`src/rtl/fifo_pkg.sv`:
```
// rtl/fifo_pkg.sv - shared constants and width helper for the FIFO family
package fifo_pkg;

    localparam int DEFAULT_DATA_W = 16;
    localparam int DEFAULT_DEPTH  = 16;

    localparam int MODE_REG  = 0;
    localparam int MODE_FWFT = 1;

    // Ceiling log2; clog2(1) = 0, clog2(16) = 4.
    function automatic int clog2(input int value);
        int result;
        result = 0;
        for (int v = value - 1; v > 0; v = v >> 1) begin
            result = result + 1;
        end
        return result;
    endfunction

endpackage

```
`src/rtl/fifo_mem.sv`:
```
// rtl/fifo_mem.sv - dual-port storage, synchronous write, asynchronous read
module fifo_mem
    import fifo_pkg::*;
#(
    parameter int DATA_W = DEFAULT_DATA_W,
    parameter int DEPTH  = DEFAULT_DEPTH
) (
    input  logic                      clk,
    input  logic                      we,
    input  logic [clog2(DEPTH)-1:0]   waddr,
    input  logic [DATA_W-1:0]         wdata,
    input  logic [clog2(DEPTH)-1:0]   raddr,
    output logic [DATA_W-1:0]         rdata
);

    logic [DATA_W-1:0] mem_q [DEPTH];

    always_ff @(posedge clk) begin
        if (we) begin
            mem_q[waddr] <= wdata;
        end
    end

    assign rdata = mem_q[raddr];

endmodule

```
`src/rtl/sync_fifo_flags.sv`:
```
// rtl/sync_fifo_flags.sv - single-clock FIFO with thresholds, count, sticky errors, optional FWFT
module sync_fifo_flags
    import fifo_pkg::*;
#(
    parameter int DATA_W    = DEFAULT_DATA_W,
    parameter int DEPTH     = DEFAULT_DEPTH,
    parameter int AFULL_TH  = DEPTH - 2,
    parameter int AEMPTY_TH = 2,
    parameter int FWFT      = MODE_REG
) (
    input  logic                    clk,
    input  logic                    rst,
    input  logic                    we,
    input  logic                    re,
    input  logic [DATA_W-1:0]       din,
    input  logic                    clr_err,
    output logic [DATA_W-1:0]       dout,
    output logic                    full,
    output logic                    empty,
    output logic                    almost_full,
    output logic                    almost_empty,
    output logic [clog2(DEPTH):0]   count,
    output logic                    overflow,
    output logic                    underflow
);

    localparam int PTR_W = clog2(DEPTH);
    localparam int CNT_W = PTR_W + 1;

    logic [PTR_W-1:0]  wr_ptr_q, wr_ptr_d;
    logic [PTR_W-1:0]  rd_ptr_q, rd_ptr_d;
    logic [CNT_W-1:0]  count_q, count_d;
    logic              overflow_q, overflow_d;
    logic              underflow_q, underflow_d;
    logic              wr_acc, rd_acc;
    logic [DATA_W-1:0] rd_data;

    // Status comes from the registered count only, so no we/re path reaches it.
    assign full         = (count_q == CNT_W'(DEPTH));
    assign empty        = (count_q == '0);
    assign almost_full  = (count_q >= CNT_W'(AFULL_TH));
    assign almost_empty = (count_q <= CNT_W'(AEMPTY_TH));
    assign count        = count_q;
    assign overflow     = overflow_q;
    assign underflow    = underflow_q;

    always_comb begin
        wr_acc      = we & ~full;
        rd_acc      = re & ~empty;
        wr_ptr_d    = wr_ptr_q;
        rd_ptr_d    = rd_ptr_q;
        count_d     = count_q;
        if (wr_acc) begin
            wr_ptr_d = wr_ptr_q + PTR_W'(1);
        end
        if (rd_acc) begin
            rd_ptr_d = rd_ptr_q + PTR_W'(1);
        end
        case ({wr_acc, rd_acc})
            2'b10:   count_d = count_q + CNT_W'(1);
            2'b01:   count_d = count_q - CNT_W'(1);
            default: count_d = count_q;
        endcase
        // A new error event in the clearing cycle must not be lost.
        overflow_d  = (overflow_q  & ~clr_err) | (we & full);
        underflow_d = (underflow_q & ~clr_err) | (re & empty);
    end

    always_ff @(posedge clk or negedge rst) begin
        if (!rst) begin
            wr_ptr_q    <= '0;
            rd_ptr_q    <= '0;
            count_q     <= '0;
            overflow_q  <= 1'b0;
            underflow_q <= 1'b0;
        end else begin
            wr_ptr_q    <= wr_ptr_d;
            rd_ptr_q    <= rd_ptr_d;
            count_q     <= count_d;
            overflow_q  <= overflow_d;
            underflow_q <= underflow_d;
        end
    end

    fifo_mem #(
        .DATA_W (DATA_W),
        .DEPTH  (DEPTH)
    ) u_mem (
        .clk   (clk),
        .we    (wr_acc),
        .waddr (wr_ptr_q),
        .wdata (din),
        .raddr (rd_ptr_q),
        .rdata (rd_data)
    );

    if (FWFT == MODE_FWFT) begin : g_fwft
        assign dout = empty ? '0 : rd_data;
    end else begin : g_reg
        logic [DATA_W-1:0] dout_q, dout_d;

        always_comb begin
            dout_d = dout_q;
            if (rd_acc) begin
                dout_d = rd_data;
            end
        end

        always_ff @(posedge clk or negedge rst) begin
            if (!rst) begin
                dout_q <= '0;
            end else begin
                dout_q <= dout_d;
            end
        end

        assign dout = dout_q;
    end

endmodule

```
`config.mk`:
```
export PLATFORM = sky130hd
export DESIGN_NAME = sync_fifo_flags
export DESIGN_NICKNAME = d
export VERILOG_FILES = /design/src/rtl/fifo_pkg.sv /design/src/rtl/fifo_mem.sv /design/src/rtl/sync_fifo_flags.sv
export SDC_FILE = /design/constraint.sdc
export NUM_CORES = 1
export LEC_CHECK = 0
export ABC_CLOCK_PERIOD_IN_PS = 3750
export BUFFER_PORTS_ARGS = -buffer_cell sky130_fd_sc_hd__buf_2
export CORE_ASPECT_RATIO = 0.9
export CORE_MARGIN = 5
export CORE_UTILIZATION = 57
export CTS_BUF_LIST = sky130_fd_sc_hd__clkbuf_8
export DETAILED_ROUTE_END_ITERATION = 8
export HOLD_SLACK_MARGIN = 0.15
export PLACE_DENSITY_LB_ADDON = 0.05
export SYNTH_ARGS = -nofsm -noshare
export SYNTH_HDL_FRONTEND = slang
export SYNTH_SLANG_ARGS = --single-unit
export TNS_END_PERCENT = 50
```
`constraint.sdc`:
```
create_clock -name clk -period 3.75 [get_ports clk]
set_input_delay 0.375 -clock clk [delete_from_list [all_inputs] [get_ports clk]]
set_output_delay 0.375 -clock clk [all_outputs]
set_load 0.05 [all_outputs]
```
# --- Word-level counts from Yosys, hierarchy flattened ---
# Memories as Yosys holds them, arrays and structs flattened. A register that Yosys moved wholly into a read port is not among the register bits.
# Cells that the tools add are included.
# Widths: inputs -> output; s select.
totals:
  reg_bits: 15
  latchBits: 0
  mem_bits_rw: 256
  romBits: 0
  input_bits: 21
  out_inout_bits: 27
  wordCells: 32
  memories: 1
classes:
  addsub: 4
  n_mul: 0
  n_div: 0
  magnitude_cmp: 2
  eq_ne: 3
  shifts: 0
  muxes: 3
  n_bitwise: 11
  reduce_logical: 3
memory_table:
  columns: ["memory", "words", "word_bits", "rd", "rd_clocked_by_memory_dff", "write_ports", "line_no", "source"]
  rows:
  - ["u_mem.mem_q", 16, 16, 1, 1, 1, "fifo_mem.sv:16", "logic [DATA_W-1:0] mem_q [DEPTH];"]
op_table:
  columns: ["cell", "count"]
  rows:
  - ["$pmux 5 s2", 1]
  - ["$add 4x1->4 const B", 2]
  - ["$and 1x1->1", 6]
  - ["$add 5x1->5 const B", 1]
  - ["$eq 5x5->1 const B", 1]
  - ["$ge 5x4->1 const B", 1]
  - ["$le 5x2->1 const B", 1]
  - ["$logic_not 5->1", 1]
  - ["$sub 5x1->5 const B", 1]
  - ["$not 1->1", 3]
  - ["$eq 2x1->1 const B", 1]
  - ["$eq 2x2->1 const B", 1]
  - ["$mux 1", 2]
  - ["$or 1x1->1", 2]
  - ["$reduce_bool 2->1", 1]
  - ["$logic_not 1->1", 1]

# --- Depth between registers and ports, before layout ---
logic_depth:
  ltp_word: 5
  depth_mapped: 12

# --- Modules after synthesis ---
# Synthesis repeated with hierarchy kept, for this count alone.
unflattened:
  hier_cells: 520
  hier_area_um2: 11111.9
modules_own_cells:
  columns: ["module", "n_inst", "cells_per_inst", "area_per_inst_um2", "seq_area_each_um2"]
  rows:
  - ["fifo_mem", 1, 416, 9723.1, 7687.4]
  - ["sync_fifo_flags", 1, 104, 1388.8, 775.7]

# --- Worst setup path before layout ---
# No wires, ideal clock.
synth_path:
  path_kind: "reg-to-output"
  startpoint: "register count_q[2] (netlist: count[2])"
  endpoint: "output almost_empty"
  arrival_time_ns: 3.290
  required_time_ns: 3.375
  path_slack_ns: 0.085
  path_stages_with_launch: 3
  cell_sequence: "dfrtp_1 > clkbuf_1 > a2111oi_0"
synth_via:
  elab_chain_cells: 1
synth_rtl:
  columns: ["item", "line_no", "source"]
  rows:
  - ["start: declaration", "sync_fifo_flags.sv:32", "logic [CNT_W-1:0] count_q, count_d;"]
  - ["start signal: assignment", "sync_fifo_flags.sv:79", "count_q <= count_d;"]
  - ["$le 5x2->1", "sync_fifo_flags.sv:42", "assign almost_empty = (count_q <= CNT_W'(AEMPTY_TH));"]
  - ["end: declaration", "sync_fifo_flags.sv:21", "output logic almost_empty,"]
# No other way between the ends.

# --- Worst setup path after layout ---
layout_path:
  startpoint: "register count_q[1] (netlist: count[1])"
  endpoint: "register count_q[4] (netlist: count[4])"
layout_via:
  elab_chain_cells: 5
layout_rtl:
  columns: ["item", "line_no", "source"]
  rows:
  - ["$logic_not 5->1 *", "sync_fifo_flags.sv:40", "assign empty = (count_q == '0);"]
  - ["$not 1->1 *", "sync_fifo_flags.sv:49", "rd_acc = re & ~empty;"]
  - ["$and 1x1->1 *", "sync_fifo_flags.sv:49", null]
  - ["via rd_acc", "sync_fifo_flags.sv:35", "logic wr_acc, rd_acc;"]
  - ["$eq 2x1->1 / $eq 2x2->1 (equally long branches)", "sync_fifo_flags.sv:59", "case ({wr_acc, rd_acc})"]
  - ["$pmux 5 s2 / $reduce_bool 2->1 (equally long branches)", null, null]
# The timed path passes the listed nets; every way through them passes the cells marked *.
# A chain may end at the register's enable or synchronous reset.

==> impl_metrics.tcl <==
set metrics [dict create \
    outcome "finished, final reports clean" \
    fin_nets 668 \
    die-area_sq_mm 0.02268 \
    hp-start "din[3]" \
    crit_fanout 11 \
    netlist_instances 542 \
    max_freq_mhz 329.1 \
    core_area_sq_mm 0.01934 \
    yosysMostFrequentCell "edfxtp_1" \
    synthArstFlopShare_pct 10.80 \
    place_ws_ns 0.7888 \
    htreeDepth 2 \
    ys_ff_latch 287 \
    numClockSinks 287 \
    fin_crit_ns 3.039 \
    cp_common_cell "ha_1" \
    wl_mm 23.22 \
    max_slew_margin_pct 41.59 \
    end_kind "register" \
    floorplan.die.width_um 158.2 \
    ys_warn_count 0 \
    worst_slack_ns 0.7111 \
    cts_buffers 45 \
    clkPwrFrac_pct 26.2 \
    synth_top_area_cell "edfxtp_1" \
    clk_latency_ns 0.55 \
    rsz0062_at_grt "false" \
    grt_pass1_wl_mm 35.51 \
    ys.flop_type "edfxtp_1" \
    drt-initial-drc-count 428 \
    ios 48 \
    grt_pass1_vias 5758 \
    p_per_area_mw_per_mm2 763.7 \
    synthTopCellsByArea "edfxtp_1 (68%), mux4_2 (13%), dfrtp_1 (6.9%), mux2i_1 (2.8%), o221ai_2 (1.2%)" \
    cts_tree "built" \
    vias 5570 \
    maxCapViolCount 0 \
    grt_use_total_pct 21.54 \
    syn_area_per_cell_sq_um 20.79 \
    seq_power_share_pct 44.8 \
    drc 0 \
    arrival_ns 3.47 \
    cts.clk_slew.worst_paths_ns 0.06 \
    synth_enable_flop_cells 256 \
    power_switching_mw 3.247 \
    ant_nets 0 \
    post_cts_buffers 0 \
    slowest_delay_ns 0.62 \
    p_leak_nw 4.473 \
    grt-ovfl-total 0 \
    syn_area_sq_mm 0.01127 \
    ir_worst_vdd_v 0.0003418 \
    crit_chain "or4_4, o21ai_4, inv_4, ha_1, xor2_1, ha_1, o211a_1, o21ai_0, o41ai_1, nor4b_1" \
    rows 48 \
    setup_viol 0 \
    drive_gt1_share_pct 34.03 \
    ff2ff_setup_slack_ns 0.71 \
    worst_pin_slew_ns 0.8761 \
    min_path_cells 1 \
    synth.distinct_cells 43 \
    synth_commonest_cells "edfxtp_1 (256), mux4_2 (64), mux2i_1 (32)" \
    detail_route.wl_per_cell_um 25.13 \
    nFillCells 1284 \
    critPathLaunch "count[1]" \
    io_buffer_count 47 \
    r2r_cells 10 \
    dp_hpwl_mm 13.67 \
    place_congestion 0.8193 \
    cts_root_buf "clkbuf_8" \
    start_util_pct 58.26 \
    ys_seq_area_share_pct 75.11 \
    dr.pass1.iters 5 \
    slew_viol_final 0 \
    antenna_found_initial 1 \
    fin_setup_tns_ns 0 \
    critPathSlowestCell "or4_4" \
    p_comb_share_pct 29.0 \
    final_hold_viol_count 0 \
    viasPerCell 6.028 \
    p_sw_share_pct 33.04 \
    timing.rr.start "count[1]" \
    path_class "register to register" \
    p_int_mw 6.582 \
    synth_top_area_share_pct 68.23 \
    cp-start-kind "register" \
    fin_crit_sh_pct 81.04 \
    syn_nets 572 \
    fin_skew_ns 0.01165 \
    die_h_um 143.4 \
    crit_required_ns 4.18 \
    clockBufferDepth 3 \
    grt_max_degree 32 \
    min_path_type "primary input to register" \
    area_delta_synth_final_pct 14.23 \
]
placed cells by master (no fill, tap or decap), drive strengths merged, types with 6 or more instances in the layout:
cell type and n:
nand2 32, edfxtp 256, inv 24, xnor2 6, clkbuf 50, ha 9, buf 73, dfrtp 31
nor2 18, mux4 64, o221ai 16, clkinv 11, mux2i 32
area by class of cell:
class	instances	area, sq um	share of cell area (%)
diodes	1	2.502	0.01944
inverters	7	28.78	0.2236
clock inverters	32	207.7	1.614
repair buffers	78	493.0	3.830
flip-flops and latches	287	8469	65.81
clock buffers	50	688.2	5.347
multi-input cells	219	2668	20.73
well taps	250	312.8	2.430
power groups by stage:
| stage | logic (mW) | registers, mW | clock network [mW] |
|---|---|---|---|
| floorplan | 1.97 | 4.52 | 0 |
| global placement | 2.84 | 4.43 | 0 |
| detailed placement | 2.88 | 4.47 | 0 |
| CTS | 2.89 | 4.41 | 2.65 |
| global route | 3.05 | 4.46 | 2.82 |
| finish | 2.85 | 4.40 | 2.58 |
cell families after synthesis:
family,Yosys count,share of synthesized area (%)
fa+ha+maj,9,0.9995
compound gates,33,2.887
xor+xnor,9,0.6997
flops,287,75.11
simple gates,71,2.910
mux,97,15.74
buf+inv,36,1.655
timing repair:
item	CTS	global route
resized for setup	0	0
hold endpoints to repair	33	0
hold buffers	5	0
worst max-delay path, delay by kind of cell, from the launching register on:
kind / cells / cell delay, ns
AO/OA/AOI/OAI: 4 / 0.70
XOR/XNOR: 1 / 0.19
adder cells (fa/ha/maj): 2 / 0.54
buffers and inverters: 1 / 0.07
flip-flops: 1 / 0.50
AND/OR/NAND/NOR: 2 / 0.91
layer usage:
layer / vias to the layer above / wire length (um) / GRT usage, % / share of wire (%)
li1: 2423 / - / - / -
met1: 2922 / 9576 / 30.61 / 41
met2: 193 / 11820 / 34.80 / 51
met3: 32 / 1503 / 4.487 / 6.5
met4: 0 / 318 / 5.700 / 1.4
met5: - / 0 / 0 / 0
flip-flops by register name, indices dropped and copies added (netlist names):
signal	count
count	5
dout	16
overflow	1
rd_ptr_q	4
u_mem.mem_q	256
underflow	1
wr_ptr_q	4
metrics by stage:
stage | power (mW) | utilization (%) | std cells | hold WS, ns | area (sq um)
5_1_grt | 10.33 | 66.54 | 923 | 0.1794 | 12870
4_1_cts | 9.951 | 66.54 | 923 | 0.1667 | 12870
3_5_place_dp | 7.347 | 61.65 | 836 | 0.4798 | 11920
3_3_place_gp | 7.266 | 61.65 | 836 | 0.4767 | 11920
6_report | 9.829 | 66.55 | 924 | 0.2038 | 12870
2_1_floorplan | 6.494 | - | 542 | 0.07941 | 11270
final timing paths:
check | end
max | count[4]
max reg2reg | count[4]
min | u_mem.mem_q[4][3]
max in group asynchronous | rd_ptr_q[2]
min reg2reg | dout[15]
min in group asynchronous | dout[0]
Power figures use the tool's default switching activity.
